### src/rtl/lc3b_types.sv
// Shared LC-3b datapath types used across the memory hierarchy.
package lc3b_types;

    typedef logic [15:0]  lc3b_word;
    typedef logic [127:0] lc3b_line;

endpackage

### src/rtl/l1_l2_arbiter.sv
// Round-robin arbiter sharing one L2 port between the I-cache and D-cache.
// One transaction at a time; a grant is held until L2 responds.
module l1_l2_arbiter
    import lc3b_types::*;
(
    input  logic     clk,
    input  logic     rst_n,

    input  logic     i_read,
    input  lc3b_word i_address,
    output logic     i_resp,
    output lc3b_line i_rdata,

    input  logic     d_read,
    input  logic     d_write,
    input  lc3b_word d_address,
    input  lc3b_line d_wdata,
    output logic     d_resp,
    output lc3b_line d_rdata,

    output logic     L2_read,
    output logic     L2_write,
    output lc3b_word L2_address,
    output lc3b_line L2_wdata,
    input  logic     L2_resp,
    input  lc3b_line L2_rdata
);

    typedef enum logic [1:0] {
        IDLE,
        SERVE_I,
        SERVE_D
    } state_t;

    localparam logic GRANT_I = 1'b0;
    localparam logic GRANT_D = 1'b1;

    state_t state;
    logic   last_grant;
    logic   d_req;

    assign d_req = d_read | d_write;

    // Reset leaves last_grant at D so the first contested request goes to the I-cache.
    always_ff @(posedge clk or negedge rst_n) begin
        if (!rst_n) begin
            state      <= IDLE;
            last_grant <= GRANT_D;
        end else begin
            unique case (state)
                IDLE: begin
                    if (i_read && (!d_req || last_grant == GRANT_D)) begin
                        state      <= SERVE_I;
                        last_grant <= GRANT_I;
                    end else if (d_req) begin
                        state      <= SERVE_D;
                        last_grant <= GRANT_D;
                    end
                end
                SERVE_I: if (L2_resp) state <= IDLE;
                SERVE_D: if (L2_resp) state <= IDLE;
                default: state <= IDLE;
            endcase
        end
    end

    assign i_rdata = L2_rdata;
    assign d_rdata = L2_rdata;

    // Client request fields pass straight through; clients hold them stable until resp.
    always_comb begin
        L2_read    = 1'b0;
        L2_write   = 1'b0;
        L2_address = '0;
        L2_wdata   = '0;
        i_resp     = 1'b0;
        d_resp     = 1'b0;
        unique case (state)
            SERVE_I: begin
                L2_read    = 1'b1;
                L2_address = i_address;
                i_resp     = L2_resp;
            end
            SERVE_D: begin
                L2_read    = d_read;
                L2_write   = d_write;
                L2_address = d_address;
                L2_wdata   = d_wdata;
                d_resp     = L2_resp;
            end
            default: ;
        endcase
    end

endmodule

### config.mk
export PLATFORM = sky130hd
export DESIGN_NAME = l1_l2_arbiter
export DESIGN_NICKNAME = d
export VERILOG_FILES = /design/src/rtl/lc3b_types.sv /design/src/rtl/l1_l2_arbiter.sv
export SDC_FILE = /design/constraint.sdc
export NUM_CORES = 1
export LEC_CHECK = 0
export BUFFER_PORTS_ARGS = -buffer_cell sky130_fd_sc_hd__buf_2
export CAP_MARGIN = 0
export CELL_PAD_IN_SITES_DETAIL_PLACEMENT = 0
export CELL_PAD_IN_SITES_GLOBAL_PLACEMENT = 1
export CORE_AREA = 2 2 271 273
export DETAILED_ROUTE_END_ITERATION = 8
export DIE_AREA = 0 0 273 275
export PLACE_DENSITY = 0.34
export SLEW_MARGIN = 40
export SYNTH_ARGS = -nofsm -noshare
export SYNTH_HDL_FRONTEND = slang
export SYNTH_SLANG_ARGS = --single-unit
export TNS_END_PERCENT = 5
### constraint.sdc
create_clock -name clk -period 4.8 [get_ports clk]
set_input_delay 1.44 -clock clk [delete_from_list [all_inputs] [get_ports clk]]
set_output_delay 1.44 -clock clk [all_outputs]
set_load 0.02 [all_outputs]
Word level (Yosys, flattened, before mapping)
Index checks and enable logic that the tools add are counted.
- output and inout bits: 404
- logic and storage cells: 27
- flip-flop bits (word level): 3
- input bits: 294
- reduce and logical (&&, ||, !) cells: 8
- eq/ne operators: 4
- muxes and demuxes: 12
- bitwise operators: 1
- operators by type and width (cell ; number):
    $mux W128 ; 1
    $pmux W16 S2 ; 1
    $mux W2 ; 3
    $mux W1 ; 5
    $pmux W2 S2 ; 1
    $reduce_and A2 Y1 ; 2
    $ne A3 B3 Y1 const B ; 1
    $eq A2 B1 Y1 const B ; 1
    $eq A2 B2 Y1 const B ; 1
    $logic_not A2 Y1 ; 1
    $ne A2 B1 Y1 const B ; 1
    $pmux W1 S2 ; 1
    $reduce_bool A2 Y1 ; 1
    $reduce_or A2 Y1 ; 1
    $logic_and A1 B1 Y1 ; 1
    $logic_not A1 Y1 ; 1
    $logic_or A1 B1 Y1 ; 1
    $or A1 B1 Y1 ; 1

Depth between registers and ports, before layout
Gate-level depths: netlist of the first run.
- word-level depth: 6
- mapped depth: 6
- gate-level depth less buffers: 5

Worst setup path after synthesis of the first run
No wires, ideal clock.
- path type: input-to-output
- start: input port i_address[0]
- end: output port L2_address[0]
- data arrival time: 1840 ps
- setup slack: 1520 ps
- stages on the path: 2
- path buffers: 0
- data required time: 3360 ps
- cells stage by stage: a22oi_1 -> nor2b_1
- cells in the longest elaborated chain, start to end: 1
- RTL lines (element ; line ; RTL):
    start: declaration ; l1_l2_arbiter.sv:10 ; input lc3b_word i_address,
    $pmux W16 S2 ; l1_l2_arbiter.sv:78 ; unique case (state)
    end: declaration ; l1_l2_arbiter.sv:23 ; output lc3b_word L2_address,
No other way between the ends.

Worst setup path in the final report of the first run
- start: register state[1]
- end: output port L2_address[1]
- cells in the longest elaborated chain, start to end: 2
- elaborated cells between the ends (all ways): 3
- those cells by class: 2 x eq/ne; 1 x mux
- RTL lines (element ; line ; RTL):
    start: declaration ; l1_l2_arbiter.sv:38 ; state_t state;
    start signal: assignment ; l1_l2_arbiter.sv:47 ; state <= IDLE;
    start signal: assignment ; l1_l2_arbiter.sv:53 ; state <= SERVE_I;
    start signal: assignment ; l1_l2_arbiter.sv:56 ; state <= SERVE_D;
    $eq A2 B2 Y1 or $eq A2 B1 Y1 (tied branches) ; l1_l2_arbiter.sv:78 ;
    $pmux W16 S2 (*) ; l1_l2_arbiter.sv:78 ;
Mark *: on every way between the ends. The rest lies on a longest branch, timed or not.

==> summary.md, run 1 <==
| Metric | Value |
|---|---|
| Vias per cell | `1.93` |
| Post-Route WL | `17400 µm` |
| Max-capacitance violation count | `0` |
| Reg2Reg Setup Slack | `2.79 ns` |
| Final Max Slew Viols | `0` |
| Final Setup Violations | `0` |
| Reg-to-reg endpoint | `state[1]` |
| Placer Congestion | `0.738` |
| Area after DPL | `4070 µm²` |
| Synthesized area per cell | `7.06 µm²` |
| Via count | `2835` |
| # hold bufs at CTS | `0` |
| Arrival @ worst endpoint | `2.16 ns` |
| Syn_nets | `757` |
| Hold_sp | `state[0]` |
| Clock Latency Late Sink | `0.22 ns` |
| I/O pin count | `698` |
| Setup CP Type | `flop to output pin` |
| DR iter-0 viols | `91` |
| Tightest Pin Transition | `0.754 ns` |
| Initial Utilization | `4.49%` |
| Clock Tree Buf Depth | `2` |
| DR pass1 iterations | `4` |
| Power density over cell area | `384 nW/µm²` |
| Max incr delay on CP | `0.68 ns` |
| Die Footprint | `75100 µm²` |
| Post-route cell area | `4160 µm²` |
| First-pass GRT wire length | `21000 µm` |
| Die H | `275 µm` |
| DRC | `0` |
| # rows | `99` |
| Total power | `1.60 mW` |
| # nets final | `804` |
| Reg2reg start | `state[0]` |
| Worst path bufs/invs | `2` |
| Mapped Area | `3250 µm²` |
| H-tree depth | `1` |
| Hold Crit Endpoint | `state[0]` |
| Placed wire-length estimate | `15200 µm` |
| Outcome | `completed` |
| #FFs+latches synth | `3` |
| Hold Crit Class | `flop to flop` |
| Syn Inst Count | `460` |
| Clock Tree Root | `clkbuf_16` |
| Worst setup SP type | `flop` |
| DRT antenna net count | `0` |
| Peak fanout along the critical path | `19` |
| Layout cells sized above 1 | `64.2%` |
| Register-to-Register Path Depth | `6` |
| Tcrit/Tclk final | `75.1%` |
| IO Port Bufs | `313` |
| GRT Total Usage | `4.02%` |
| Worst Setup End Kind | `output pin` |
| TritonCTS Buffers | `3` |
| Clock slew at reported path FFs | `0.03 ns` |
| Area grow syn2layout | `28.1%` |
| Required time of the worst setup path | `3.36 ns` |
| Area of the core | `72300 µm²` |
| Post_cts resized | `0` |
| Critical path, cell by cell | `inv_1 > ha_2 > a22oi_1 > nor2b_1 > buf_2` |
| Max VDD drop | `0.289 mV` |
| Critical-path top delay cell | `ha_2` |
| TNS Setup | `0 ns` |
| Netlist cell types | `21` |
| LEAKAGE | `2.00 nW` |
| Unrepaired setup endpoints after global routing | `false` |
| Setup bufs post-CTS | `0` |
| Grt total ovfl | `0` |
| WL/cell | `11.8 µm` |
| Largest net degree at the start of global routing | `68` |
| Synth warn | `0` |
| Hold Path Depth | `1` |
| Final-report hold violation count | `0` |
| FMAX | `277 MHz` |
| Sequential area share after synthesis | `2.35%` |
| Final Skew | `0.00102 ns` |
| Vias in the first global route | `2770` |
| Antenna violations before repair | `8` |
| Critical path's top delay family | `adder cells` |
| Final Core Density | `5.75%` |
| Clk sinks | `3` |
| Die W | `273 µm` |
| Post-layout min period | `3.60 ns` |
| Max_slew headroom | `49.8%` |
| CTS tree | `done` |
per-stage QoR:
step / hold slack [ns] / instances / setup WS, ns
6_report: 0.555 / 1468 / 1.20
5_1_grt: 0.580 / 1465 / 1.02
4_1_cts: 0.569 / 1465 / 1.06
3_5_place_dp: 0.531 / 1461 / 1.19
3_3_place_gp: 0.522 / 1461 / 1.18
2_1_floorplan: 0.484 / 460 / 1.52
power by group:
| part | internal (mW) | leakage (nW) | switching [mW] |
|---|---|---|---|
| logic | 0.503 | 1.93 | 0.914 |
| clock network | 0.110 | 0.0382 | 0.0221 |
| registers | 0.0392 | 0.0363 | 0.00884 |
area by class of cell:
class	count	area [µm²]
Antenna cell	3	7.51
Clock buffer	4	78.8
Fill cell	8659	68200
Inverter	3	11.3
Multi-Input combinational cell	179	1180
Sequential cell	3	76.3
Tap cell	959	1200
Timing Repair Buffer	317	1610
cell usage after synthesis, drive strengths merged:
cell | count | area share (%)
a21oi | 2 | 0.31
a22o | 1 | 0.27
a22oi | 16 | 3.7
and2 | 131 | 25
and3 | 1 | 0.19
buf | 259 | 60
clkbuf | 16 | 1.8
dfrtp | 2 | 1.5
dfstp | 1 | 0.81
ha | 3 | 1.2
inv | 3 | 0.35
nand2 | 1 | 0.12
nand2b | 1 | 0.19
nor2 | 1 | 0.12
nor2b | 17 | 3.3
o21ai | 2 | 0.31
o21ba | 1 | 0.31
o2bb2ai | 1 | 0.27
or3 | 1 | 0.35
cells in the final DEF, fill, tap and decap left out:
cell type,instances
buf_2,313
and3_1,1
and2_1,131
a22o_1,1
ha_4,1
inv_1,3
o2bb2ai_1,1
buf_4,3
diode_2,3
o21ai_0,1
or3_4,1
clkbuf_16,3
nor2_1,1
nor2b_1,17
a22oi_1,16
nand2b_1,1
o21ai_1,1
nand2_1,1
dfrtp_1,2
o21ba_2,1
ha_1,1
dfstp_2,1
ha_2,1
a21oi_1,2
buf_12,1
clkbuf_1,1
cell families (layout without fill, tap and decap cells):
logic type / after synthesis / count (layout) / share of synthesized area, %
other cells: 0 / 3 / 0
fa+ha+maj: 3 / 3 / 1.16
buf+inv: 278 / 324 / 61.8
flops: 3 / 3 / 2.35
simple gates: 153 / 153 / 29.5
compound gates: 23 / 23 / 5.16
registers in the layout (all words and copies together), names as in the netlist:
register and count:
state 2, last_grant 1
how the worst max path moves through the flow:
stage / startpoint / end / slack [ns] / depth (start not counted)
6_report: state[1] / L2_address[1] / 1.20 / 5
5_1_grt: state[0] / L2_address[14] / 1.02 / 6
4_1_cts: state[0] / L2_address[14] / 1.06 / 6
3_5_place_dp: i_address[1] / L2_address[1] / 1.19 / 4
3_3_place_gp: i_address[1] / L2_address[1] / 1.18 / 4
2_1_floorplan: i_address[0] / L2_address[0] / 1.52 / 2
layer usage:
layer / up-vias / track usage, % / wire (µm)
li1: 1247 / - / -
met4: 4 / 3.62 / 1630
met1: 1127 / 3.69 / 5310
met2: 334 / 6.48 / 7620
met3: 123 / 2.17 / 2780
met5: - / 0 / 27
No activity file was read; power rests on OpenSTA's default activity.
==> inputs of run 2 (changes only) <==
--- a/config.mk
+++ b/config.mk
@@ -5,14 +5,15 @@
 export SDC_FILE = /design/constraint.sdc
 export NUM_CORES = 1
 export LEC_CHECK = 0
+export ABC_AREA = 1
 export BUFFER_PORTS_ARGS = -buffer_cell sky130_fd_sc_hd__buf_2
 export CAP_MARGIN = 0
 export CELL_PAD_IN_SITES_DETAIL_PLACEMENT = 0
 export CELL_PAD_IN_SITES_GLOBAL_PLACEMENT = 1
-export CORE_AREA = 2 2 271 273
+export CORE_AREA = 2 2 268 270
 export DETAILED_ROUTE_END_ITERATION = 8
-export DIE_AREA = 0 0 273 275
-export PLACE_DENSITY = 0.34
+export DIE_AREA = 0 0 270 272
+export PLACE_DENSITY = 0.38
 export SLEW_MARGIN = 40
 export SYNTH_ARGS = -nofsm -noshare
 export SYNTH_HDL_FRONTEND = slang
==> constraint.sdc (replaced) <==
create_clock -name clk -period 3.25 [get_ports clk]
set_input_delay 0.975 -clock clk [delete_from_list [all_inputs] [get_ports clk]]
set_output_delay 0.975 -clock clk [all_outputs]
set_load 0.02 [all_outputs]
==> summary.md, run 2 <==
| Metric | Value |
|---|---|
| Outcome | `completed` |
| Clock slew at reported path FFs | `0.03 ns (about the same)` |
| Via count | `3387 (+19%)` |
| Clock Tree Root | `clkbuf_16` |
| Post-layout min period | `2.86 ns` |
| TritonCTS Buffers | `3 (unchanged)` |
| Antenna violations before repair | `3 (-5)` |
| Ranking of synthesized cells by area | `buf_4, nand2_1, inv_1, a21oi_1, dfrtp_1` |
| Die W | `270 µm (-1.1%)` |
| Max_slew headroom | `70.2% (+20 points)` |
| Power density over cell area | `554 nW/µm² (+44%)` |
| Hold Crit Class | `flop to flop` |
| Worst Setup End Kind | `output pin` |
| Tcrit/Tclk final | `88.1%` |
| Xor-xnor portion of the synthesized cell area | `0% (unchanged)` |
| Largest family of logic cells by synthesized area | `buffers and inverters` |
| GRT Total Usage | `3.77% (-0.26 points)` |
| Setup bufs post-CTS | `0 (unchanged)` |
| Largest Register | `state` |
| #FFs+latches synth | `3 (unchanged)` |
| Syn_nets | `912 (+20%)` |
| Critical path, cell by cell | `inv_1 > ha_4 > buf_12 > nand2_1 > a21oi_1 > buf_2` |
| Unrepaired setup endpoints after global routing | `false` |
| Clock Tree Buf Depth | `2 (unchanged)` |
| Synth warn | `0 (unchanged)` |
| Area of the core | `70800 µm² (-2.2%)` |
| Arrival @ worst endpoint | `1.89 ns (-0.27 ns)` |
| Vias in the first global route | `3352 (+21%)` |
| Max VDD drop | `0.287 mV (-0.89%)` |
| LEAKAGE | `3.00 nW (+50%)` |
| Final Skew | `0.00138 ns (+0.000364 ns)` |
| I/O pin count | `698 (unchanged)` |
| Post-synthesis compound-gate area fraction | `2.89% (-2.3 points)` |
| Post-Synth Adder-Cell Area | `1.08% (-0.071 points)` |
| WL/cell | `9.53 µm (-19%)` |
| Synthesized area per cell | `5.63 µm² (-20%)` |
| Clock Latency Late Sink | `0.23 ns (about the same)` |
| Metal3 WL | `2830 µm (+2.0%)` |
| Placer Congestion | `0.930 (+26%)` |
| Yosys top cell area share | `59.0% (-0.19 points)` |
| FMAX | `349 MHz` |
| DRC | `0 (unchanged)` |
| Commonest non-fill, non-tap cell in the layout | `buf_2` |
| Critical-path top delay cell | `dfrtp_1` |
| Fraction of registers with async set or reset after synthesis | `100% (unchanged)` |
| Initial Utilization | `4.89% (+0.40 points)` |
| Mapped Area | `3460 µm² (+6.6%)` |
| DR iter-0 viols | `74 (-19%)` |
| Tightest Pin Transition | `0.448 ns (-0.306 ns)` |
| Sequential area share after synthesis | `2.21% (-0.15 points)` |
| Top post-synthesis cells by count | `buf_4, nand2_1, inv_1` |
| CP Launch Point | `state[0]` |
| Max incr delay on CP | `0.39 ns (-0.29 ns)` |
| Final-report hold violation count | `0 (unchanged)` |
| Peak fanout along the critical path | `56 (+37)` |
| TNS Setup | `0 ns (unchanged)` |
| Diode count | `0 (-3)` |
| Met2 Wirelength | `6700 µm (-12%)` |
| Vias per cell | `2.10 (+8.9%)` |
| Final Max Slew Viols | `0 (unchanged)` |
| Required time of the worst setup path | `2.27 ns (-1.09 ns)` |
| EDFF count, synth | `0 (unchanged)` |
| Cell with the most instances after synthesis | `buf_4` |
| Met1 WL | `4330 µm (-18%)` |
| Hold_sp | `last_grant` |
| Placed wire-length estimate | `13500 µm (-11%)` |
| Top Layer Used | `met5` |
| H-tree depth | `1 (unchanged)` |
| DR pass1 iterations | `4 (unchanged)` |
| Worst setup SP type | `flop` |
| Largest register FFs | `2 (unchanged)` |
| Area grow syn2layout | `24.0%` |
| CTS tree | `done` |
| Clk sinks | `3 (unchanged)` |
| Post_cts resized | `0 (unchanged)` |
| # hold bufs at CTS | `0 (unchanged)` |
| Most frequent cells in the layout | `buf_2, nand2_1, inv_1, a21oi_1, clkbuf_16` |
| Grt total ovfl | `0 (unchanged)` |
| # rows | `98 (-1.0%)` |
| DRT antenna net count | `0 (unchanged)` |
| Setup CP Type | `flop to output pin` |
| Netlist cell types | `14 (-33%)` |
| Synth area leader | `buf_4` |
| Die Footprint | `73400 µm² (-2.2%)` |
| # nets final | `958 (+19%)` |
| IO Port Bufs | `313 (unchanged)` |
| First-pass GRT wire length | `20600 µm (-2.0%)` |
| Largest regs | `state x2, last_grant x1` |
| Post-Route WL | `15300 µm (-12%)` |
| Die H | `272 µm (-1.1%)` |
| Post-Synth Simple-Gate Area | `19.2% (-10 points)` |
| Hold_ws | `0.487 ns (-0.0673 ns)` |
| Final Setup Violations | `0 (unchanged)` |
| Layout cells sized above 1 | `48.8% (-15 points)` |
| Largest net degree at the start of global routing | `88 (+29%)` |
| Predominant post-synthesis flop cell | `dfrtp_1` |
| Reg2reg start | `state[0]` |
| Max-capacitance violation count | `0 (unchanged)` |
| Syn Inst Count | `615 (+34%)` |
| Post-synthesis mux area share | `0% (unchanged)` |
==> run 2: changes by cell type in the layout (fill, tap and decap cells not counted), sizes merged, moves of 2 or more <==
cell	previous run	this run
a21oi	2	18
a22oi	16	0
and2	131	0
diode	3	0
inv	3	138
nand2	1	171
nand3	0	2
nor2b	17	0
==> run 2: per-layer routing <==
metal | GRT usage [%] | up-vias
met5 | 0.578 | -
met4 | 3.17 | 8
met3 | 2.70 | 96
met2 | 6.41 | 426
met1 | 2.81 | 1311
li1 | - | 1546
==> run 2: cell families (layout without fill, tap and decap cells) <==
kind of cell	after synthesis	count (layout)
AO/OA/AOI/OAI	20	20
adder cells (fa/ha/maj)	3	3
buffers and inverters	413	458
flip-flops	3	3
AND/OR/NAND/NOR	176	176
==> run 2: report_power, final <==
part	switching, mW	internal (mW)	total (mW)
clock network	0.0378	0.162	0.200
logic	1.48	0.633	2.11
registers	0.0120	0.0585	0.0706
==> run 2: layout make-up <==
class                   count  area [µm²]
inverters                 138         518
flip-flops and latches      3        76.3
multi-input cells         199         816
fillers                  8490       66500
repair buffers            316        1610
well taps                 950        1190
clock buffers               4        78.8
==> run 2: final timing paths <==
path                                      end  slack, ns  cells past startpoint
worst max-delay path            L2_address[1]       0.39                      6
worst min-delay path               last_grant       0.49                      2
min in group asynchronous            state[0]       0.54                      1
worst min register to register     last_grant       0.49                      2
max in group asynchronous          last_grant       2.51                      1
worst max register to register       state[0]       2.04                      6
==> run 2: stage by stage <==
stage	util, %	total power, mW	cell area, µm²	std cells	setup slack (ns)
floorplan	-	1.93	3460	615	0.896
global placement	5.95	2.26	4210	1606	0.512
detailed placement	5.95	2.22	4210	1606	0.535
CTS	6.07	2.43	4290	1610	0.330
global route	6.07	2.61	4290	1610	0.275
finish	6.07	2.38	4290	1610	0.387
==> run 2: critical path: cells and delay by family, from the launching register on <==
family                   cells  cell delay [ns]
AND/OR/NAND/NOR              1             0.08
adder cells (fa/ha/maj)      1             0.22
AO/OA/AOI/OAI                1             0.34
flip-flops                   1             0.39
buffers and inverters        3             0.60
==> inputs of run 3 (changes only) <==
--- a/config.mk
+++ b/config.mk
@@ -8,9 +8,10 @@
 export ABC_AREA = 1
 export BUFFER_PORTS_ARGS = -buffer_cell sky130_fd_sc_hd__buf_2
 export CAP_MARGIN = 0
-export CELL_PAD_IN_SITES_DETAIL_PLACEMENT = 0
+export CELL_PAD_IN_SITES_DETAIL_PLACEMENT = 1
 export CELL_PAD_IN_SITES_GLOBAL_PLACEMENT = 1
 export CORE_AREA = 2 2 268 270
+export CTS_CLUSTER_SIZE = 10
 export DETAILED_ROUTE_END_ITERATION = 8
 export DIE_AREA = 0 0 270 272
 export PLACE_DENSITY = 0.38
==> summary.md, run 3 (same netlist as run 2, synthesis figures left out) <==
| Metric | Value |
|---|---|
| Placed insts | `1606 (unchanged)` |
| Sw power | `1.55 mW (+1.5%)` |
| Max_slew headroom | `68.3% (-1.8 points)` |
| DRC | `0 (unchanged)` |
| Power density over cell area | `560 nW/µm² (+0.98%)` |
| Final cell count without fillers | `1610 (unchanged)` |
| Area grow syn2layout | `24.0% (unchanged)` |
| Total power | `2.40 mW (+0.98%)` |
| Hold Crit Class | `flop to flop` |
| TritonCTS Buffers | `3 (unchanged)` |
| Commonest non-fill, non-tap cell in the layout | `buf_2` |
| CTS tree | `done` |
| Initial Utilization | `4.89% (unchanged)` |
| Post_cts resized | `0 (unchanged)` |
| Arrival @ worst endpoint | `1.94 ns (+0.05 ns)` |
| Met3 Resource Use GR | `2.90% (+0.20 points)` |
| Die W | `270 µm (unchanged)` |
| Outcome | `completed` |
| CP endpoint | `L2_address[1]` |
| Placed wire-length estimate | `14800 µm (+9.4%)` |
| I/O pin count | `698 (unchanged)` |
| Reg power frac | `3.0% (about the same)` |
| Reg2Reg Setup Slack | `2.03 ns (about the same)` |
| Worst Setup End Kind | `output pin` |
| Clk pwr share | `8.2% (-0.2 points)` |
| Max VDD drop | `0.320 mV (+12%)` |
| Setup CP Type | `flop to output pin` |
| Largest register FFs | `2 (unchanged)` |
| GRT busiest layer | `met2` |
| First-pass GRT wire length | `22700 µm (+11%)` |
| Diode count | `0 (unchanged)` |
| Clock slew at reported path FFs | `0.03 ns (about the same)` |
| Clock Latency Late Sink | `0.22 ns (about the same)` |
| Largest regs | `state x2, last_grant x1` |
| Largest net degree at the start of global routing | `88 (unchanged)` |
| Final Setup Violations | `0 (unchanged)` |
| Int Pwr | `0.853 mW (about the same)` |
| LEAKAGE | `3.00 nW (unchanged)` |
| TNS Setup | `0 ns (unchanged)` |
| Vias per cell | `2.16 (+2.7%)` |
| FMAX | `343 MHz (-1.8%)` |
| Final-report hold violation count | `0 (unchanged)` |
| DR pass1 iterations | `4 (unchanged)` |
| Die H | `272 µm (unchanged)` |
| # rows | `98 (unchanged)` |
| Clk sinks | `3 (unchanged)` |
| DR iter-0 viols | `35 (-53%)` |
| Post-Route WL | `16400 µm (+6.5%)` |
| Setup bufs post-CTS | `0 (unchanged)` |
| Clock Tree Root | `clkbuf_16` |
| Vias in the first global route | `3697 (+10%)` |
| Final Core Density | `6.07% (unchanged)` |
| Layout cells sized above 1 | `48.8% (unchanged)` |
| Antenna violations before repair | `3 (unchanged)` |
| WL/cell | `10.2 µm (+6.5%)` |
| Grt total ovfl | `0 (unchanged)` |
| DRT antenna net count | `0 (unchanged)` |
| Clock Tree Buf Depth | `2 (unchanged)` |
| Post-layout min period | `2.92 ns (+0.0534 ns)` |
| Peak fanout along the critical path | `56 (unchanged)` |
| Area of the core | `70800 µm² (unchanged)` |
| GR Util met2 | `6.89% (+0.49 points)` |
| Tightest Pin Transition | `0.475 ns (+0.0273 ns)` |
| Final Skew | `0.000845 ns (-0.000539 ns)` |
| Placer Congestion | `0.930 (unchanged)` |
| Reg-to-reg endpoint | `last_grant` |
| Post-route setup slack | `0.334 ns (-0.0534 ns)` |
| Unrepaired setup endpoints after global routing | `false` |
| Required time of the worst setup path | `2.27 ns (about the same)` |
| Die Footprint | `73400 µm² (unchanged)` |
| CP Launch Point | `state[0]` |
| Max-capacitance violation count | `0 (unchanged)` |
| Largest Register | `state` |
| Final Max Slew Viols | `0 (unchanged)` |
| Via count | `3477 (+2.7%)` |
| GRT Total Usage | `4.09% (+0.32 points)` |
| Hold_sp | `last_grant` |
| Dpl ws | `0.538 ns (+0.00210 ns)` |
| M1 GR Usage | `3.39% (+0.57 points)` |
| Worst setup SP type | `flop` |
| Most frequent cells in the layout | `buf_2, nand2_1, inv_1, a21oi_1, clkbuf_16` |
| Register-to-Register Path Depth | `6 (unchanged)` |
| Reg2reg start | `state[0]` |
| # nets final | `958 (unchanged)` |
| Tcrit/Tclk final | `89.7% (+1.6 points)` |
| # hold bufs at CTS | `0 (unchanged)` |
| FILL cells | `8834 (+4.1%)` |
| H-tree depth | `1 (unchanged)` |
| IO Port Bufs | `313 (unchanged)` |
| Switching power share of the total | `64.5% (+0.36 points)` |
| Comb pwr share | `88.9% (+0.3 points)` |
-- run 3: cell counts in the layout (fill, tap and decap cells not counted) --
No cell type changed its count.
-- run 3: through the flow --
stage               cell area [µm²]  hold slack [ns]
floorplan                      3460            0.468
finish                         4290            0.510
CTS                            4290            0.512
global route                   4290            0.536
global placement               4210            0.504
detailed placement             4210            0.502
-- run 3: metal layers --
metal	part of all wire, %	up-vias
li1	-	1549
met1	30	1386
met2	44	447
met3	18	87
met4	7.9	8
met5	0.56	-
-- run 3: worst max-delay path, cell delays in order (launching register included) --
cell     delay, ns
dfrtp_1       0.39
inv_1         0.13
ha_4          0.22
buf_12        0.23
nand2_1       0.08
a21oi_1       0.39
buf_2         0.26
-- run 3: power by group through the flow --
| stage | registers [mW] | logic [mW] | clock network (mW) |
|---|---|---|---|
| 2_1_floorplan | 0.0658 | 1.86 | 0 |
| 3_3_place_gp | 0.0700 | 2.19 | 0 |
| 3_5_place_dp | 0.0707 | 2.19 | 0 |
| 4_1_cts | 0.0711 | 2.19 | 0.199 |
| 5_1_grt | 0.0737 | 2.37 | 0.205 |
| 6_report | 0.0711 | 2.13 | 0.197 |
-- run 3: worst min path at each step --
stage,to,slack [ns],cells after the start
detailed placement,last_grant,0.50,2
global route,last_grant,0.54,2
floorplan,last_grant,0.47,2
global placement,last_grant,0.50,2
finish,last_grant,0.51,2
CTS,last_grant,0.51,2
-- run 3: area by class of cell --
class / instances / area, µm² / area share [%]
Tap cell: 950 / 1190 / 27.7
Timing Repair Buffer: 316 / 1610 / 37.6
Clock buffer: 4 / 78.8 / 1.84
Multi-Input combinational cell: 199 / 816 / 19.0
Inverter: 138 / 518 / 12.1
Sequential cell: 3 / 76.3 / 1.78
